### src/rtl/fetch_unit.sv
// fetch_unit: instruction fetch with req/ack memory handshake, one-entry skid buffer and redirect squash
module fetch_unit #(
    parameter logic [31:0] RESET_PC  = 32'h00001000,
    parameter logic [31:0] NOP_INSTR = 32'h00000013
) (
    input  logic        clk_i,
    input  logic        rsn_i,
    input  logic        stall_core_i,
    input  logic        redirect_i,
    input  logic [31:0] redirect_pc_i,
    output logic        imem_req_o,
    output logic [31:0] imem_addr_o,
    input  logic        imem_ack_i,
    input  logic [31:0] imem_data_i,
    output logic [31:0] fetch_instr_o,
    output logic [31:0] fetch_pc_o,
    output logic        fetch_valid_o
);
    typedef enum logic [1:0] {IDLE, REQ, FULL, KILL} state_t;
    state_t      state_q, state_d;
    logic [31:0] pc_q, kill_addr_q, skid_instr_q, skid_pc_q, out_instr_q, out_pc_q;
    logic        out_valid_q;
    logic        ack, consumable, take_ack;
    always_ff @(posedge clk_i or negedge rsn_i) begin
        if (!rsn_i) state_q <= IDLE;
        else        state_q <= state_d;
    end
    // A redirect with no ack this cycle leaves a response in flight that must be squashed
    always_comb begin
        state_d = state_q;
        if (redirect_i)
            state_d = (imem_req_o && !imem_ack_i) ? KILL : REQ;
        else if (state_q == IDLE)
            state_d = REQ;
        else if (state_q == REQ && ack && !consumable)
            state_d = FULL;
        else if (state_q == FULL && !stall_core_i)
            state_d = REQ;
        else if (state_q == KILL && ack)
            state_d = REQ;
    end
    always_comb begin
        imem_req_o    = (state_q == REQ) || (state_q == KILL);
        imem_addr_o   = (state_q == KILL) ? kill_addr_q : pc_q;
        ack           = imem_req_o && imem_ack_i;
        consumable    = !stall_core_i || !out_valid_q;
        take_ack      = (state_q == REQ) && ack && !redirect_i;
        fetch_instr_o = out_instr_q;
        fetch_pc_o    = out_pc_q;
        fetch_valid_o = out_valid_q;
    end
    always_ff @(posedge clk_i or negedge rsn_i) begin
        if (!rsn_i) begin
            pc_q         <= RESET_PC;
            kill_addr_q  <= RESET_PC;
            skid_instr_q <= '0;
            skid_pc_q    <= '0;
            out_instr_q  <= NOP_INSTR;
            out_pc_q     <= '0;
            out_valid_q  <= 1'b0;
        end else begin
            if (redirect_i)    pc_q <= redirect_pc_i & ~32'd3;
            else if (take_ack) pc_q <= pc_q + 32'd4;
            if (redirect_i && state_q == REQ) kill_addr_q <= pc_q;
            if (take_ack && !consumable) begin
                skid_instr_q <= imem_data_i;
                skid_pc_q    <= pc_q;
            end
            // Bubbles keep the last pc so the decode side sees a stable value
            if (redirect_i) begin
                out_instr_q <= NOP_INSTR;
                out_valid_q <= 1'b0;
            end else if (state_q == FULL && !stall_core_i) begin
                out_instr_q <= skid_instr_q;
                out_pc_q    <= skid_pc_q;
                out_valid_q <= 1'b1;
            end else if (take_ack && consumable) begin
                out_instr_q <= imem_data_i;
                out_pc_q    <= pc_q;
                out_valid_q <= 1'b1;
            end else if (!stall_core_i) begin
                out_instr_q <= NOP_INSTR;
                out_valid_q <= 1'b0;
            end
        end
    end
endmodule

### config.mk
export PLATFORM = sky130hd
export DESIGN_NAME = fetch_unit
export DESIGN_NICKNAME = d
export VERILOG_FILES = /design/src/rtl/fetch_unit.sv
export SDC_FILE = /design/constraint.sdc
export NUM_CORES = 1
export LEC_CHECK = 0
export CAP_MARGIN = 20
export CELL_PAD_IN_SITES_DETAIL_PLACEMENT = 0
export CELL_PAD_IN_SITES_GLOBAL_PLACEMENT = 1
export CORE_MARGIN = 2
export CORE_UTILIZATION = 41
export CTS_BUF_LIST = sky130_fd_sc_hd__clkbuf_8 sky130_fd_sc_hd__clkbuf_16
export DETAILED_ROUTE_END_ITERATION = 16
export HOLD_SLACK_MARGIN = 0.03
export PLACE_DENSITY_LB_ADDON = 0.1
export SLEW_MARGIN = 25
export SYNTH_ARGS = -nofsm -noshare
export SYNTH_HDL_FRONTEND = slang
export SYNTH_SLANG_ARGS = --single-unit
### constraint.sdc
create_clock -name clk_i -period 2.25 [get_ports clk_i]
set_input_delay 0.3375 -clock clk_i [delete_from_list [all_inputs] [get_ports clk_i]]
set_output_delay 0.3375 -clock clk_i [all_outputs]
set_load 0.01 [all_outputs]
==> flow_summary_export.csv, run 1 <==
group,metric,value,unit
sta,setup_viol,0,
cts,cts_buffers,17,
place,port_buffers,160,
cts,clk_pin_slew,70,ps
critical_path,cp.required,1910,ps
cts,root_buffer,"clkbuf_16",
cells_and_area,fill_cells,1708,
cells_and_area,layout_commonest_cell,"dfrtp_1",
hold_path,hold_class,"input port to flip-flop",
global_routing,grt_pass1_vias,6300,
place,dp.final_hpwl,14.0,mm
power_and_ir_drop,ir_drop,0.000613,V
cells_and_area,mostFrequentLayoutCells,"dfrtp_1, clkdlybuf4s50_1, mux2_2, nand2_1, nor2_1",
logic_synthesis,synth_warnings,0,
logic_synthesis,ys_async_sr_fraction,100,%
critical_path,worst_path_max_delay_cell,"dfrtp_1",
drt,drt_iter0_drc,179,
sta,hold_viol_final,0,
power_and_ir_drop,p_sw_share,26.9,%
cts,cts_tree,"done",
logic_synthesis,synth_area_leaders,"dfrtp_1, mux2_2, mux2i_1, nand2_1, a22oi_1",
logic_synthesis,synth_cells,721,
cts,clock-sinks,187,
power_and_ir_drop,p_clk_share,33.9,%
global_routing,grt_pass1_wl,33.0,mm
cts,h-tree-depth,4,
power_and_ir_drop,power.switching,2.51,mW
power_and_ir_drop,p_per_area,824,mW/mm²
critical_path,worstSetupEndpointType,"output port",
critical_path,critical_path.startpoint_type,"flip-flop",
sta,slew_viol_final,0,
floorplanning,die_h,148,µm
cells_and_area,syn2layout_area_growth,32.7,%
critical_path,cp_slowest_stage_delay,420,ps
global_routing,grt_max_degree,60,
power_and_ir_drop,p_total,9.32,mW
logic_synthesis,yosysSeqAreaShare,55.0,%
status,status,"finished clean",
place,place_congestion,0.787,
power_and_ir_drop,p_seq_share,46.3,%
floorplanning,dieArea,0.0220,mm²
hold_path,hold_start,"redirect_i",
global_routing,overflow,0,
floorplanning,ioPinCount,167,
cells_and_area,drive_gt1_share,25.2,%
sta,worst_pin_slew,509,ps
logic_synthesis,postSynthRegisterBits,187,
critical_path,cp_top_family,"buffers and inverters",
place,dp.cells,1136,
drt,final_antenna_net_count,0,
critical_path,path_class,"flip-flop to output port",
logic_synthesis,synth_top_area_share,53.5,%
cells_and_area,stdcell_area,0.0113,mm²
power_and_ir_drop,combPwrFrac,19.9,%
floorplanning,initial_core_util,42.0,%
global_routing,antenna_found_initial,0,
power_and_ir_drop,leakagePower,4.77,nW
drt,drc_errors,0,
cts,clkLatencyLatePin,430,ps
drt,routed_via_density,5.13,
cells_and_area,final_net_count,960,
logic_synthesis,synth.avg_cell_area,11.8,µm²
logic_synthesis,synthFlopType,"dfrtp_1",
logic_synthesis,synth_edf_count,0,
sta,rsz0062_at_grt,"yes",
cells_and_area,postLayoutCoreUtil,55.7,%
critical_path,cp.arrival,1860,ps
sta,skew,7.50,ps
cells_and_area,n_antenna_cell,0,
drt,avgRoutedWirePerCell,17.4,µm
place,placed_area,0.0107,mm²
sta,slew_headroom,66.0,%
critical_path,rr_startpoint,"state_q[1]",
sta,whs,361,ps
cts,clk_path_buf_depth,2,
logic_synthesis,synth.distinct_cells,45,
critical_path,path_buf_inv,3,
logic_synthesis,synth.largest_area_cell,"dfrtp_1",
floorplanning,core,0.0203,mm²
drt,drt-total-wl,20.4,mm
critical_path,worstPathCellList,"nand2_4 -> buf_4 -> buf_6 -> mux2_2 -> dlygate4sd2_1",
sta,fmax,455,MHz
logic_synthesis,syn_area,0.00852,mm²
cells_and_area,layout.cells.non_filler,1173,
sta,period_minus_slack,2200,ps
critical_path,cp_max_fo,9,
run,cap_viol_max_count,0,
drt,vias,6017,
floorplanning,rows,52,
drt,firstDrtPassIters,4,
global_routing,grt_use_total,19.1,%
sta,period_share,97.8,%
floorplanning,die_w,148,µm
critical_path,crit_start,"state_q[1]",
power_and_ir_drop,internal_power,6.81,mW
## power by group through the flow
stage | registers [mW] | logic (mW) | clock network, mW
CTS | 4.32 | 1.88 | 3.24
detailed placement | 4.38 | 1.92 | 0
global route | 4.39 | 2.02 | 3.39
floorplan | 4.34 | 0.950 | 0
global placement | 4.34 | 1.88 | 0
finish | 4.31 | 1.85 | 3.16
## cells in the mapped netlist (2+ instances only)
master	n
nand3_1	9
o21ai_1	22
nor3_1	2
clkbuf_1	29
and4_1	3
a21oi_1	34
mux2i_1	34
dfrtp_1	182
a22oi_1	29
nor3_2	2
nor4_4	2
and3_1	5
nand2_1	67
mux2_2	126
dfstp_2	5
o21ai_0	35
xnor2_1	10
buf_2	20
xor2_1	19
buf_4	11
nor2_1	37
nand4_2	2
nand4_1	14
## timing repair
| action | in CTS | in global routing |
|---|---|---|
| gates cloned | 1 | 0 |
| hold buffers | 1 | 0 |
| pin swaps | 0 | 1 |
| buffers inserted | 1 | 2 |
| endpoints found under the setup margin | 30 | 2 |
| hold endpoints to repair | 55 | 0 |
| gates resized for setup | 37 | 2 |
## worst reg2reg max path: stages (launching register included)
cell	delay (ps)
dfrtp_1	420
buf_4	180
nand4b_2	250
nor4_4	300
buf_4	190
nand4_1	110
xnor2_1	160
mux2_2	260
## through the flow
stage / setup TNS, ps / worst slack (ps)
after detailed placement: 0 / 13.7
after floorplan: 0 / 308
final: 0 / 50.5
after global routing: -5.01 / -3.85
after CTS: -48.2 / -48.2
after global placement: 0 / 71.8
## worst paths after layout
path | end | slack, ps | cells past startpoint
setup / recovery | imem_addr_o[4] | 50 | 5
setup reg to reg | pc_q[28] | 290 | 7
max in group asynchronous | kill_addr_q[12] | 1050 | 3
hold / removal | state_q[0] | 360 | 4
hold reg to reg | fetch_instr_o[11] | 480 | 2
min in group asynchronous | fetch_instr_o[25] | 450 | 2
## kinds of logic after synthesis
| kind of cell | share of synthesized area (%) |
|---|---|
| AO/OA/AOI/OAI | 8.27 |
| XOR/XNOR | 2.98 |
| adder cells (fa/ha/maj) | 0.147 |
| buffers and inverters | 3.74 |
| flip-flops | 55.0 |
| multiplexers | 20.6 |
| other | 0.0440 |
| AND/OR/NAND/NOR | 9.18 |
## layer usage
layer / vias up / wire, µm / global-route usage [%]
met3: 27 / 865 / 3.68
li1: 2865 / - / -
met5: - / 0 / 0
met4: 0 / 287 / 5.76
met2: 154 / 9820 / 31.3
met1: 2971 / 9430 / 25.9
## area by class of cell
cell class | instances | area (µm²) | area share [%]
inverters | 1 | 3.75 | 0.0332
repair buffers | 210 | 2110 | 18.7
flip-flops and latches | 187 | 4690 | 41.4
clock buffers | 17 | 425 | 3.76
well taps | 270 | 338 | 2.99
clock inverters | 15 | 190 | 1.68
multi-input cells | 473 | 3550 | 31.4
## state kept, by name, summed over array words and instances, names as in the netlist
register       flops
fetch_instr_o     32
skid_instr_q      32
fetch_pc_o        30
kill_addr_q       30
pc_q              30
skid_pc_q         30
state_q            2
fetch_valid_o      1
Note: power is estimated with default switching activity, not from simulation.
==> run 2: changes to the inputs <==
- PLACE_DENSITY: not set -> 0.92
- PLACE_DENSITY_LB_ADDON: 0.1 -> not set
- RECOVER_POWER: not set -> 100
==> run 2 against run 1 <==
Compared with the run above: sequential power hardly changed; register-to-register slack got worse by 180 ps; combinational power shrank 4%; clock-buffer cell count grew 1; power shrank 2.7%; first-iteration DRC count grew 60%; design area shrank 1.8%; fmax increased by 0.52%; worst hold slack lost 17 ps; utilization is 1.0 points lower; clock power decreased by 6%; critical endpoint is now imem_addr_o[3]; largest cell class unchanged.
==> flow_summary_export.csv, run 2 (same netlist as run 1, synthesis figures left out) <==
group,metric,value,unit
power_and_ir_drop,internal_power,6.63,mW
cts,root_buffer,"clkbuf_16",
drt,avgRoutedWirePerCell,17.1,µm
cts,clkLatencyLatePin,430,ps
critical_path,worstSetupEndpointType,"output port",
place,place_congestion,0.755,
power_and_ir_drop,p_clk_share,32.9,%
global_routing,grt_pass1_wl,32.8,mm
sta,fmax,457,MHz
sta,fin_setup_tns,0,ps
floorplanning,die_h,148,µm
hold_path,hold_class,"input port to flip-flop",
cts,clk_pin_slew,70,ps
floorplanning,rows,52,
power_and_ir_drop,p_per_area,817,mW/mm²
power_and_ir_drop,power.switching,2.44,mW
global_routing,grt_pass1_vias,6044,
critical_path,path_class,"flip-flop to output port",
cells_and_area,n_antenna_cell,0,
place,dp.cells,1131,
drt,routed_via_density,5.14,
cells_and_area,layout.cells.non_filler,1171,
cells_and_area,layout_commonest_cell,"dfrtp_1",
sta,slew_viol_final,0,
critical_path,cp_max_fo,11,
sta,period_share,97.3,%
cells_and_area,syn2layout_area_growth,30.3,%
hold_path,holdPathStages,4,
run,cap_viol_max_count,0,
sta,skew,9.69,ps
sta,period_minus_slack,2190,ps
sta,rsz0062_at_grt,"no",
floorplanning,ioPinCount,167,
status,status,"finished clean",
power_and_ir_drop,p_seq_share,47.6,%
floorplanning,die_w,148,µm
cts,cts_buffers,17,
drt,drt-total-wl,20.0,mm
floorplanning,dieArea,0.0220,mm²
power_and_ir_drop,ir_drop,0.000480,V
cells_and_area,drive_gt1_share,23.3,%
power_and_ir_drop,p_sw_share,26.9,%
cts,h-tree-depth,4,
place,dp.final_hpwl,13.5,mm
critical_path,cp.required,1910,ps
global_routing,antenna_found_initial,0,
floorplanning,core,0.0203,mm²
power_and_ir_drop,p_total,9.07,mW
cells_and_area,postLayoutCoreUtil,54.7,%
cts,cts_tree,"done",
critical_path,cp.arrival,1850,ps
critical_path,r2r_cells,7,
drt,drc_errors,0,
sta,hold_viol_final,0,
global_routing,overflow,0,
drt,vias,6023,
global_routing,grt_max_degree,72,
sta,worst_pin_slew,1040,ps
cts,clk_path_buf_depth,2,
cells_and_area,final_net_count,958,
sta,slew_headroom,30.8,%
sta,setup_viol,0,
drt,final_antenna_net_count,0,
drt,drt_iter0_drc,287,
global_routing,grt_use_total,19.0,%
cells_and_area,mostFrequentLayoutCells,"dfrtp_1, mux2_2, nand2_1, dlygate4sd3_1, clkdlybuf4s50_1",
place,port_buffers,160,
power_and_ir_drop,leakagePower,4.71,nW
cts,clock-sinks,187,
cells_and_area,fill_cells,1735,
critical_path,critical_path.startpoint_type,"flip-flop",
floorplanning,initial_core_util,42.0,%
drt,firstDrtPassIters,5,
power_and_ir_drop,combPwrFrac,19.5,%
## run 2: path summary, 6_finish.rpt
check | startpoint | slack, ps | endpoint
max reg2reg | state_q[1] | 110 | pc_q[20]
min reg2reg | fetch_instr_o[10] | 470 | fetch_instr_o[10]
min | redirect_i | 340 | state_q[0]
min in group asynchronous | rsn_i | 630 | skid_instr_q[23]
max | state_q[0] | 60 | imem_addr_o[3]
max in group asynchronous | rsn_i | 400 | kill_addr_q[16]
## run 2: cell type report
cell class              instances  area, µm²  area share [%]
clock buffers                  18        439            3.95
well taps                     270        338            3.04
clock inverters                14        144            1.30
inverters                       1       3.75          0.0338
multi-input cells             473       3510            31.6
repair buffers                208       1980            17.9
flip-flops and latches        187       4690            42.2
## run 2: repair_timing
action,CTS,global route
hold buffers,1,0
gates cloned,1,0
pin swaps,0,0
endpoints found under the hold margin,39,0
setup endpoints to repair,30,9
buffers inserted,5,1
resized for setup,35,9
## run 2: per-stage QoR
stage / worst slack (ps) / area (µm²) / hold slack [ps]
after detailed placement: -19.0 / 10600 / 293
after floorplan: 308 / 8530 / 41.9
final: 61.8 / 11100 / 345
after CTS: 15.5 / 11200 / 335
after global routing: 5.98 / 11100 / 354
after global placement: 13.1 / 10600 / 291
## run 2: power by group through the flow
stage	combinational, mW	clock (mW)	sequential, mW
after global routing	1.94	3.21	4.40
final	1.77	2.98	4.32
after global placement	1.86	0	4.34
after floorplan	0.950	0	4.34
after detailed placement	1.90	0	4.38
after CTS	1.87	3.06	4.33
## run 2: worst max-delay path, stage by stage (launching register included)
cell and delay [ps]:
dfrtp_1 400, nand2_4 130, buf_12 160, buf_4 130, mux2_1 340, clkdlybuf4s15_1 250
## run 2: layer usage
| metal | track usage [%] | vias up | routed length [µm] |
|---|---|---|---|
| met5 | 0 | - | 0 |
| met4 | 4.24 | 0 | 166 |
| met3 | 4.26 | 11 | 978 |
| met2 | 30.3 | 162 | 9620 |
| met1 | 26.6 | 2987 | 9210 |
| li1 | - | 2863 | - |
==> run 3: changes to the inputs <==
- CORE_UTILIZATION: 41 -> 40
- MAX_ROUTING_LAYER: not set -> met4
- PLACE_DENSITY: 0.92 -> 0.9
==> run 3 against run 2 <==
Compared with the run above: design area increased by 0.71%; routed wire length about the same; clock-buffer cell count decreased by 1; worst hold slack better by 30 ps; die area rose by 2.4%; utilization fell by 1.3 points; clock skew increased by 3.3 ps; global-route usage about the same; via count increased by 0.22%; final cell count up 0.26%; clock power increased by 16%; critical path type unchanged.
==> flow_summary_export.csv, run 3 (same netlist as run 1, synthesis figures left out) <==
group,metric,value,unit
place,port_buffers,160,
sta,slew_viol_final,0,
floorplanning,ioPinCount,167,
cells_and_area,mostFrequentLayoutCells,"dfrtp_1, mux2_2, nand2_1, dlygate4sd3_1, clkdlybuf4s50_1",
sta,setup_viol,0,
critical_path,rr_startpoint,"state_q[1]",
critical_path,cp_max_fo,20,
power_and_ir_drop,p_total,9.53,mW
cells_and_area,stdcell_area,0.0112,mm²
sta,hold_viol_final,0,
sta,period_share,95.8,%
cts,clock-sinks,187,
global_routing,grt_use_total,19.0,%
run,cap_viol_max_count,0,
critical_path,worstPathCellList,"nand2_2 -> buf_12 -> mux2_1 -> dlygate4sd2_1",
critical_path,worstSetupEndpointType,"output port",
drt,drt_iter0_drc,270,
sta,period_minus_slack,2160,ps
critical_path,r2r_setup_slack,190,ps
cells_and_area,final_net_count,955,
place,dp.final_hpwl,13.8,mm
sta,skew,13.0,ps
critical_path,cp_top_family,"buffers and inverters",
drt,final_antenna_net_count,0,
critical_path,cp.arrival,1820,ps
sta,rsz0062_at_grt,"no",
status,status,"finished clean",
cts,cts_tree,"done",
sta,worst_pin_slew,1110,ps
sta,fmax,464,MHz
power_and_ir_drop,leakagePower,4.76,nW
drt,firstDrtPassIters,4,
floorplanning,die_h,150,µm
place,placed_area,0.0106,mm²
hold_path,hold_start,"redirect_i",
floorplanning,dieArea,0.0225,mm²
drt,drt-total-wl,20.0,mm
critical_path,path_class,"flip-flop to output port",
drt,avgRoutedWirePerCell,17.0,µm
cts,clk_path_buf_depth,2,
critical_path,critical_path.startpoint_type,"flip-flop",
cts,h-tree-depth,4,
critical_path,crit_start,"state_q[0]",
power_and_ir_drop,p_per_area,852,mW/mm²
critical_path,path_buf_inv,2,
cts,clk_pin_slew,70,ps
cells_and_area,syn2layout_area_growth,31.3,%
cts,cts_buffers,17,
drt,vias,6036,
sta,setup_ws,94.9,ps
sta,slew_headroom,25.9,%
cells_and_area,drive_gt1_share,23.4,%
floorplanning,core,0.0210,mm²
hold_path,hold_class,"input port to flip-flop",
drt,drc_errors,0,
global_routing,grt_pass1_vias,6119,
cts,clkLatencyLatePin,430,ps
floorplanning,initial_core_util,40.7,%
place,place_congestion,0.822,
drt,routed_via_density,5.14,
critical_path,cp.required,1910,ps
floorplanning,rows,53,
critical_path,worst_path_max_delay_cell,"dfrtp_1",
power_and_ir_drop,ir_drop,0.000569,V
sta,fin_setup_tns,0,ps
cells_and_area,layout.cells.non_filler,1174,
place,dp_slack,50.8,ps
global_routing,grt_max_degree,59,
cells_and_area,layout_commonest_cell,"dfrtp_1",
global_routing,overflow,0,
floorplanning,die_w,150,µm
cells_and_area,fill_cells,1884,
place,dp.cells,1140,
cts,root_buffer,"clkbuf_16",
global_routing,antenna_found_initial,1,
global_routing,grt_pass1_wl,32.3,mm
critical_path,cp_slowest_stage_delay,400,ps
==> run 3: cell type report <==
| class | count | area, µm² | area share (%) |
|---|---|---|---|
| clock inverter | 15 | 259 | 2.32 |
| timing repair buffer | 205 | 1950 | 17.5 |
| inverter | 1 | 3.75 | 0.0336 |
| clock buffer | 17 | 425 | 3.80 |
| sequential | 187 | 4690 | 41.9 |
| tap | 275 | 344 | 3.08 |
| antenna | 1 | 2.50 | 0.0224 |
| multi-input combinational | 473 | 3510 | 31.4 |
==> run 3: worst reg2reg max path, cell delays in order, from the launching register on <==
cell	delay, ps
dfrtp_1	390
clkbuf_1	160
nand4b_1	250
nor4_2	530
buf_4	240
nand4_1	110
xor2_1	160
o21ai_0	140
==> run 3: layer usage <==
layer	share of wire, %	global-route usage [%]
met2	47	29.4
met3	4.6	3.81
met1	47	25.3
met5	0	-
met4	1.3	5.85
==> run 3: what timing repair did <==
item                       4_1_cts  5_1_grt
buffers inserted                 0        0
resized for setup               33        0
setup endpoints to repair       30        0
hold buffers                     1        0
hold endpoints to repair        37        0
==> run 3: worst paths after layout <==
kind | end | depth (start not counted)
max | imem_addr_o[13] | 4
min | state_q[0] | 4
max reg2reg | pc_q[20] | 7
min reg2reg | fetch_instr_o[17] | 2
max in group asynchronous | pc_q[15] | 3
min in group asynchronous | fetch_instr_o[29] | 2
==> run 3: stage by stage <==
stage | hold WS, ps | utilization, %
global placement | 296 | 50.7
detailed placement | 297 | 50.7
global route | 408 | 53.4
floorplan | 41.9 | -
CTS | 354 | 53.9
finish | 375 | 53.4
==> run 3: where the power goes <==
| part | total, mW | internal, mW | switching, mW |
|---|---|---|---|
| clock | 3.47 | 2.12 | 1.36 |
| sequential | 4.31 | 3.96 | 0.348 |
| combinational | 1.75 | 0.983 | 0.766 |
| total | 9.53 | 7.06 | 2.47 |
